[src/rtl/wave_capture.sv]
// ---------------------------------------------------------------------------
// wave_capture
//
// Writer side of a 512-entry, dual-buffered wave sample RAM. The display
// reads one half of the RAM, selected by read_index. This block watches the
// codec sample stream for a positive zero crossing, which is a negative
// sample followed by a non-negative one. On a crossing it stores 256
// consecutive samples into the other half. It then waits until the display
// is idle and flips read_index so that the display shows the new capture.
//
// Ports
//   clk                system clock
//   reset              synchronous, active-high reset
//   new_sample_ready   1-cycle strobe, new_sample_in is valid this cycle
//   new_sample_in      signed two's-complement audio sample (IN_W bits)
//   wave_display_idle  high while the display is outside its active region
//   write_address      RAM write address {~read_index, index}
//   write_enable       RAM write strobe, one cycle per stored sample
//   write_sample       unsigned (offset-binary) sample, top OUT_W bits
//   read_index         RAM half the display reads
// ---------------------------------------------------------------------------
module wave_capture #(
    parameter int IN_W      = 16,
    parameter int OUT_W     = 8,
    parameter int HALF_BITS = 8
) (
    input  logic                 clk,
    input  logic                 reset,
    input  logic                 new_sample_ready,
    input  logic [IN_W-1:0]      new_sample_in,
    input  logic                 wave_display_idle,
    output logic [HALF_BITS:0]   write_address,
    output logic                 write_enable,
    output logic [OUT_W-1:0]     write_sample,
    output logic                 read_index
);

    typedef enum logic [1:0] {
        ARMED,      // looking for a negative -> non-negative transition
        ACTIVE,     // storing consecutive samples
        WAIT_IDLE   // capture complete, waiting to flip the display half
    } state_t;

    state_t               state_q;
    logic [HALF_BITS-1:0] index_q;
    logic                 prev_neg_q;
    logic                 read_index_q;
    logic                 write_enable_q;
    logic [HALF_BITS:0]   write_address_q;
    logic [OUT_W-1:0]     write_sample_q;

    logic                 sample_neg;
    logic [OUT_W-1:0]     write_sample_d;
    logic                 unused_low_bits;

    assign sample_neg = new_sample_in[IN_W-1];

    // Inverting the sign bit turns two's complement into offset binary.
    // Zero therefore maps to mid-scale (8'h80 for the default widths).
    assign write_sample_d = {~new_sample_in[IN_W-1], new_sample_in[IN_W-2 -: OUT_W-1]};

    // The low bits below the stored slice are deliberately dropped.
    assign unused_low_bits = ^new_sample_in[IN_W-OUT_W-1:0];

    // NOTE: state registers use non-blocking (<=) assignments so that every
    // read inside this block sees the value from before the clock edge.
    always_ff @(posedge clk) begin
        if (reset) begin
            state_q         <= ARMED;
            index_q         <= '0;
            prev_neg_q      <= 1'b0;
            read_index_q    <= 1'b0;
            write_enable_q  <= 1'b0;
            write_address_q <= '0;
            write_sample_q  <= '0;
        end else begin
            write_enable_q <= 1'b0;

            if (new_sample_ready) begin
                prev_neg_q <= sample_neg;
            end

            case (state_q)
                ARMED: begin
                    if (new_sample_ready && prev_neg_q && !sample_neg) begin
                        write_enable_q  <= 1'b1;
                        write_address_q <= {~read_index_q, {HALF_BITS{1'b0}}};
                        write_sample_q  <= write_sample_d;
                        index_q         <= HALF_BITS'(1);
                        state_q         <= ACTIVE;
                    end
                end

                ACTIVE: begin
                    if (new_sample_ready) begin
                        write_enable_q  <= 1'b1;
                        write_address_q <= {~read_index_q, index_q};
                        write_sample_q  <= write_sample_d;
                        // The last entry ends the capture, so the index never wraps here.
                        if (index_q == {HALF_BITS{1'b1}}) begin
                            index_q <= '0;
                            state_q <= WAIT_IDLE;
                        end else begin
                            index_q <= index_q + HALF_BITS'(1);
                        end
                    end
                end

                WAIT_IDLE: begin
                    if (wave_display_idle) begin
                        read_index_q <= ~read_index_q;
                        // This overrides the sample-driven update above. A new
                        // negative sample is then needed before the next trigger.
                        prev_neg_q   <= 1'b0;
                        state_q      <= ARMED;
                    end
                end

                default: begin
                    state_q    <= ARMED;
                    index_q    <= '0;
                    prev_neg_q <= 1'b0;
                end
            endcase
        end
    end

    assign write_address = write_address_q;
    assign write_enable  = write_enable_q;
    assign write_sample  = write_sample_q;
    assign read_index    = read_index_q;

endmodule

[config.mk]
export PLATFORM = sky130hd
export DESIGN_NAME = wave_capture
export DESIGN_NICKNAME = d
export VERILOG_FILES = /design/src/rtl/wave_capture.sv
export SDC_FILE = /design/constraint.sdc
export NUM_CORES = 1
export LEC_CHECK = 0
export ABC_AREA = 1
export ABC_CLOCK_PERIOD_IN_PS = 2650
export CORE_MARGIN = 1
export CORE_UTILIZATION = 51
export DETAILED_ROUTE_END_ITERATION = 7
export GPL_ROUTABILITY_DRIVEN = 0
export MAX_ROUTING_LAYER = met4
export PLACE_DENSITY = 0.83
export SLEW_MARGIN = 20
export SYNTH_ARGS = -nofsm -noshare
export SYNTH_HDL_FRONTEND = slang
export SYNTH_SLANG_ARGS = --single-unit
[constraint.sdc]
create_clock -name clk -period 2.65 [get_ports clk]
set_input_delay 0.53 -clock clk [delete_from_list [all_inputs] [get_ports clk]]
set_output_delay 0.53 -clock clk [all_outputs]
set_load 0.03 [all_outputs]
[Yosys cells after proc, flatten, opt, wreduce, memory -nomap -nowiden]
Index checks and enable logic that the tools add are counted.
Storage, ports and cells
  flip-flop bits (word level): 30
  logic and storage cells: 49
  output and inout port bits: 19
  input port bits: 20
Cells by class
  $add $sub $neg: 1
  reduce and logical (&&, ||, !) cells: 10
  equality and inequality tests: 7
  bitwise operators: 3
  muxes and demuxes: 21
Operators by type and width (count)
  2-to-1 mux 8 bit: 5
  case mux 8 bit (3 select lines): 1
  2-to-1 mux 9 bit: 2
  case mux 9 bit (2 select lines): 1
  case mux 8 bit (2 select lines): 1
  adder 8 x 1 -> 8 bit (second input constant): 1
  == test 8 bit (second input constant): 1
  2-to-1 mux 2 bit: 4
  != test 2 bit (second input constant): 4
  case mux 2 bit (3 select lines): 1
  AND reduction 3 bit: 2
  2-to-1 mux 1 bit: 4
  case mux 1 bit (2 select lines): 2
  AND reduction 4 bit: 1
  NOT 1 bit: 3
  == test 2 x 1 -> 1 bit (second input constant): 1
  == test 2 bit (second input constant): 1
  logical AND 1 bit: 2
  zero test 2 bit: 1
  AND reduction 2 bit: 1
  nonzero test 2 bit: 1
  OR reduction 2 bit: 1
  zero test 1 bit: 1

[Depth between registers and ports, before layout]
  word-level depth: 4
  depth in mapped cells: 9
  mapped depth without buffers: 8

[Worst setup path after synthesis]
Ideal clock, no wire load.
  path kind: in2reg
  start point: input new_sample_in[15]
  end point: register write_address_q[0], in the netlist write_address[0]
  required time: 2531 ps
  slack: 1310 ps
  cell stages on the path: 7
  library setup time: 119 ps
  arrival: 1220 ps
  buffers on the path: 1
  cells stage by stage: inv_1 > nand3_2 > nand2_4 > nand3_4 > buf_6 > nand3_2 > o31ai_1
Between the ends
  longest elaborated chain between the ends: 4
RTL lines
  start: declaration: RTL line 30  | input logic [IN_W-1:0] new_sample_in,
  zero test 1 bit: RTL line 85  | if (new_sample_ready && prev_neg_q && !sample_neg) begin
  logical AND 1 bit: RTL line 85
  != test 2 bit (no source line)
  AND reduction 3 bit (no source line)
  end signal: assignment: RTL line 87  | write_address_q <= {~read_index_q, {HALF_BITS{1'b0}}};
  end signal: assignment: RTL line 97  | write_address_q <= {~read_index_q, index_q};
  end: declaration: RTL line 49  | logic [HALF_BITS:0] write_address_q;
Every way passes these cells.
A chain may end at the register's enable or synchronous reset.

[Final worst setup path]
  start point: register read_index_q, in the netlist read_index
  end point: output read_index
RTL lines
  start: declaration: RTL line 47  | logic read_index_q;
  start signal: assignment: RTL line 111  | read_index_q <= ~read_index_q;
  end: declaration: RTL line 35  | output logic read_index
No word-level cell between the ends.

==> results.txt <==
- The flow ran to the end, and the final reports show no timing, DRC or antenna violations.
* Max transition margin: 0.6836
* Crit start category: flop
* Final net count: 240
- Clock insertion delay at the later pin of the skew report: 330 ps
* Slowest cell delay on critical path: 680 ps
* Top cell type's share of synthesized area: 0.4051
- Max-cap violations in this run came to 0.
* Simple-gate area share of the yosys netlist: 0.3857
* Pwr/cell area: 504.5 nW/um^2
- Setup slack closes at 735.6 ps.
- Across the VDD grid, the largest voltage drop is 371.3 uV.
- The via count of the first global-routing pass came to 1257.
- Synthesis handed over a netlist of 186 instances.
- Cts repair resizes: 0
- Total number of placement rows: 19
- Yosys attributes the largest share of cell area to sky130_fd_sc_hd__dfxtp_1, sky130_fd_sc_hd__nand2_1, sky130_fd_sc_hd__nand3_2.
- Cell family contributing the most delay on the critical path: buffers and inverters
* Maximum frequency from static timing analysis: 522.3 MHz
- The root buffer cell chosen for the clock tree is sky130_fd_sc_hd__clkbuf_4.
* Number of storage elements in the synthesis netlist: 30
- At the placement stage, the worst setup path has a slack of 508.7 ps.
* Netlist cell types: 32
- sky130_fd_sc_hd__dfxtp_1 takes more of the synthesized area than any other cell.
- Overflow left after global routing: 0
- Setup Viol. Count Final: 0
* Port Buf Inserts: 30
- Largest family of logic cells by synthesized area: simple AND/OR/NAND/NOR gates
- Entering global routing, the biggest net connects 22 pins.
* First-pass GRT wire length: 5471 microns
* Met3 wire length: 181 microns
* X dimension of the die: 55.92 microns
- Summing every instance area after synthesis gives 1483 sq um.
- Routed wire length per instance: 12.65 microns
* Detailed-routing wirelength on met1: 1380 microns
- The critical path is of the flop to output port type.
- For this block, the routed nets add up to 3175 microns of wire.
- Bufs and invs on worst path: 1
- RSZ-0062 raised after global routing: false
- Using the TritonRoute via totals, the vias-per-cell ratio works out to 5.283.
- In the global route stage, overall resource usage came out at 0.2323.
- Postcts setup bufs: 0
- Number of H-tree levels: 2
* Number of nets produced by synthesis: 207
- After clock tree synthesis, the flow added hold-fix buffers numbering 0.
- After routing, the total negative slack on setup checks comes to 0 ps.
- Met2 Routed Length: 1534 microns
- I/O pin count: 39
- Maximum number of buffers from clock root to sink: 2
- Traced cell by cell, the critical path runs through clkdlybuf4s50_1.
- Chip Height: 55.92 microns
* Sequential share of the synthesized area: 0.4051
- The share of the synthesized area in compound gates (AO/OA/AOI/OAI) is 0.1055.
- The detail route stage leaves a number of antenna-violating nets equal to 0.
- Endpoint type of the worst setup path: output port
* Tightest Hold Check Type: flop to flop
* Placeable core region: 2758 sq um
- Proportion of layout cells with a drive suffix above 1: 0.1955
- Die outline area: 3127 sq um
* Post-synthesis share of cell area spent on full adders, half adders and majority gates: 0.008439
- In this run the mean area of a mapped cell was 7.971 sq um.
- 1st-iter DRT viols: 65
- Tmin final: 1914 ps
* Detailed-route via count: 1326
* Final hold violation count: 0
- After detailed routing, the number of remaining DRC violations is 0.
- The slowest stage of the critical path belongs to the cell sky130_fd_sc_hd__clkdlybuf4s50_1.
- The pre-antenna-repair detailed-routing pass consisted of 4 iterations.
* Slew at the pin closest to its max-slew limit: 474.6 ps
* Clock skew after layout: 7.461 ps
- Critical path data arrival time: 1380 ps
- The analysis attributes to cell leakage a power of 0.7154 nW.
* Mux contribution to synthesized area: 0
- Of the total synthesized cell area, the portion taken by XOR and XNOR cells is 0.01181.
- After clock tree synthesis, the clock-pin slew on the worst setup and hold paths is 100 ps.
- The initial utilization of the core area, before any placement, comes to 0.5377.
- At the worst endpoint, the required time is 2120 ps.
- Count of warnings emitted by yosys: 0
- Largest fanout on the critical path: 3
- The initial antenna violation count came to 0.
- Hpwl dp: 2249 microns
* Clock tree from TritonCTS: built
- Post-route fraction of the period consumed by the critical path: 0.7224
- Uppermost layer routed: met4
* Clock Sinks: 30
- Synthesis-to-finish area growth: 24.47%
- The total count of max-transition violations in the final report is 0.
- Number of diodes: 0
- The number of clock buffers added by TritonCTS is 5.
[cells in the mapped netlist]
master / n
sky130_fd_sc_hd__nor2_4: 1
sky130_fd_sc_hd__a21oi_1: 7
sky130_fd_sc_hd__inv_1: 9
sky130_fd_sc_hd__xor2_1: 2
sky130_fd_sc_hd__nand3_2: 10
sky130_fd_sc_hd__nor2_8: 1
sky130_fd_sc_hd__o21ai_0: 2
sky130_fd_sc_hd__nand3_1: 11
sky130_fd_sc_hd__inv_4: 2
sky130_fd_sc_hd__nor3_1: 3
sky130_fd_sc_hd__clkinv_1: 1
sky130_fd_sc_hd__a21oi_2: 1
sky130_fd_sc_hd__dfxtp_1: 30
sky130_fd_sc_hd__o21bai_1: 2
sky130_fd_sc_hd__buf_6: 3
sky130_fd_sc_hd__nand2_1: 40
sky130_fd_sc_hd__nand3b_4: 1
sky130_fd_sc_hd__buf_2: 2
sky130_fd_sc_hd__nand2_4: 2
sky130_fd_sc_hd__inv_2: 6
sky130_fd_sc_hd__nand3_4: 2
sky130_fd_sc_hd__o21ai_1: 10
sky130_fd_sc_hd__o211ai_2: 1
sky130_fd_sc_hd__nor2_1: 23
sky130_fd_sc_hd__nand4_1: 3
sky130_fd_sc_hd__o31ai_1: 1
sky130_fd_sc_hd__buf_4: 1
sky130_fd_sc_hd__o21ai_2: 1
sky130_fd_sc_hd__nor2_2: 5
sky130_fd_sc_hd__ha_1: 1
sky130_fd_sc_hd__a2111oi_0: 1
sky130_fd_sc_hd__nand2_2: 1
[routing by layer]
metal  vias up  global-route usage
met5         -                   -
met4         0              0.1359
met3        13             0.05581
met2        52              0.3597
met1       587              0.2760
li1        674                   -
[layout make-up]
type                            count  area (sq um)
Clock inverter                      1         5.005
Inverter                           18         72.57
Fill cell                         227         912.1
Tap cell                           31         38.79
Timing Repair Buffer               32         315.3
Sequential cell                    30         600.6
Multi-Input combinational cell    132         758.2
Clock buffer                        7         55.05
[path summary, 6_finish.rpt]
kind              depth (start not counted)               end              from  slack [ps]
hold / removal                            2  write_address[6]  write_address[6]         470
setup reg to reg                          8   write_sample[7]        state_q[0]        1120
hold reg to reg                           2  write_address[6]  write_address[6]         470
setup / recovery                          1        read_index        read_index         740
[per-stage QoR]
stage / power [W] / area, sq um / cells / util / hold WS, ps
global route: 0.0009702 / 1846 / 251 / 0.6692 / 498.4
floorplan: 0.0006005 / 1483 / 186 / - / 464.7
detailed placement: 0.0006528 / 1785 / 243 / 0.6475 / 458.2
CTS: 0.0009356 / 1846 / 251 / 0.6692 / 471.1
finish: 0.0009311 / 1846 / 251 / 0.6692 / 468.6
global placement: 0.0006480 / 1785 / 243 / 0.6475 / 450.1
[layout by cell type, fill, tap and decap left out]
master	count
sky130_fd_sc_hd__nand2_1	40
sky130_fd_sc_hd__clkbuf_4	5
sky130_fd_sc_hd__inv_4	2
sky130_fd_sc_hd__a21oi_1	7
sky130_fd_sc_hd__nand2_4	2
sky130_fd_sc_hd__nor2_4	1
sky130_fd_sc_hd__nand3b_4	1
sky130_fd_sc_hd__o21ai_0	2
sky130_fd_sc_hd__clkinv_2	1
sky130_fd_sc_hd__o21bai_1	2
sky130_fd_sc_hd__nand2_2	1
sky130_fd_sc_hd__o21ai_1	10
sky130_fd_sc_hd__nand3_4	2
sky130_fd_sc_hd__clkdlybuf4s50_1	30
sky130_fd_sc_hd__o211ai_2	1
sky130_fd_sc_hd__nor2_1	23
sky130_fd_sc_hd__nand3_1	11
sky130_fd_sc_hd__nand3_2	10
sky130_fd_sc_hd__dfxtp_1	30
sky130_fd_sc_hd__nor2_2	5
sky130_fd_sc_hd__nand4_1	3
sky130_fd_sc_hd__inv_2	6
sky130_fd_sc_hd__inv_1	9
sky130_fd_sc_hd__o31ai_1	1
sky130_fd_sc_hd__a2111oi_0	1
sky130_fd_sc_hd__nor2_8	1
sky130_fd_sc_hd__buf_4	2
sky130_fd_sc_hd__nor3_1	3
sky130_fd_sc_hd__o21ai_2	1
sky130_fd_sc_hd__clkbuf_1	1
sky130_fd_sc_hd__a21oi_2	1
sky130_fd_sc_hd__clkinv_1	1
sky130_fd_sc_hd__xor2_1	2
sky130_fd_sc_hd__ha_1	1
sky130_fd_sc_hd__clkbuf_8	1
[registers in the layout, summed over array words and instances, names as in the netlist]
register	count
index_q	8
prev_neg_q	1
read_index	1
state_q	2
write_address	9
write_enable	1
write_sample	8
[cells by family (layout without fill, tap and decap cells)]
logic type,count (synthesis),count (layout)
DFF,30,30
xor gates and xnor gates,2,2
adders and majority gates,1,1
and+or+nand+nor,103,103
buffers and inverters,24,58
AOI/OAI and AO/OA,26,26
[where the power goes]
group / total [W] / internal [W] / switching (W)
logic: 0.000165 / 0.0000608 / 0.000104
registers: 0.000478 / 0.000466 / 0.0000112
clock network: 0.000289 / 0.000128 / 0.000160
Note: power is estimated with default switching activity, not from simulation.
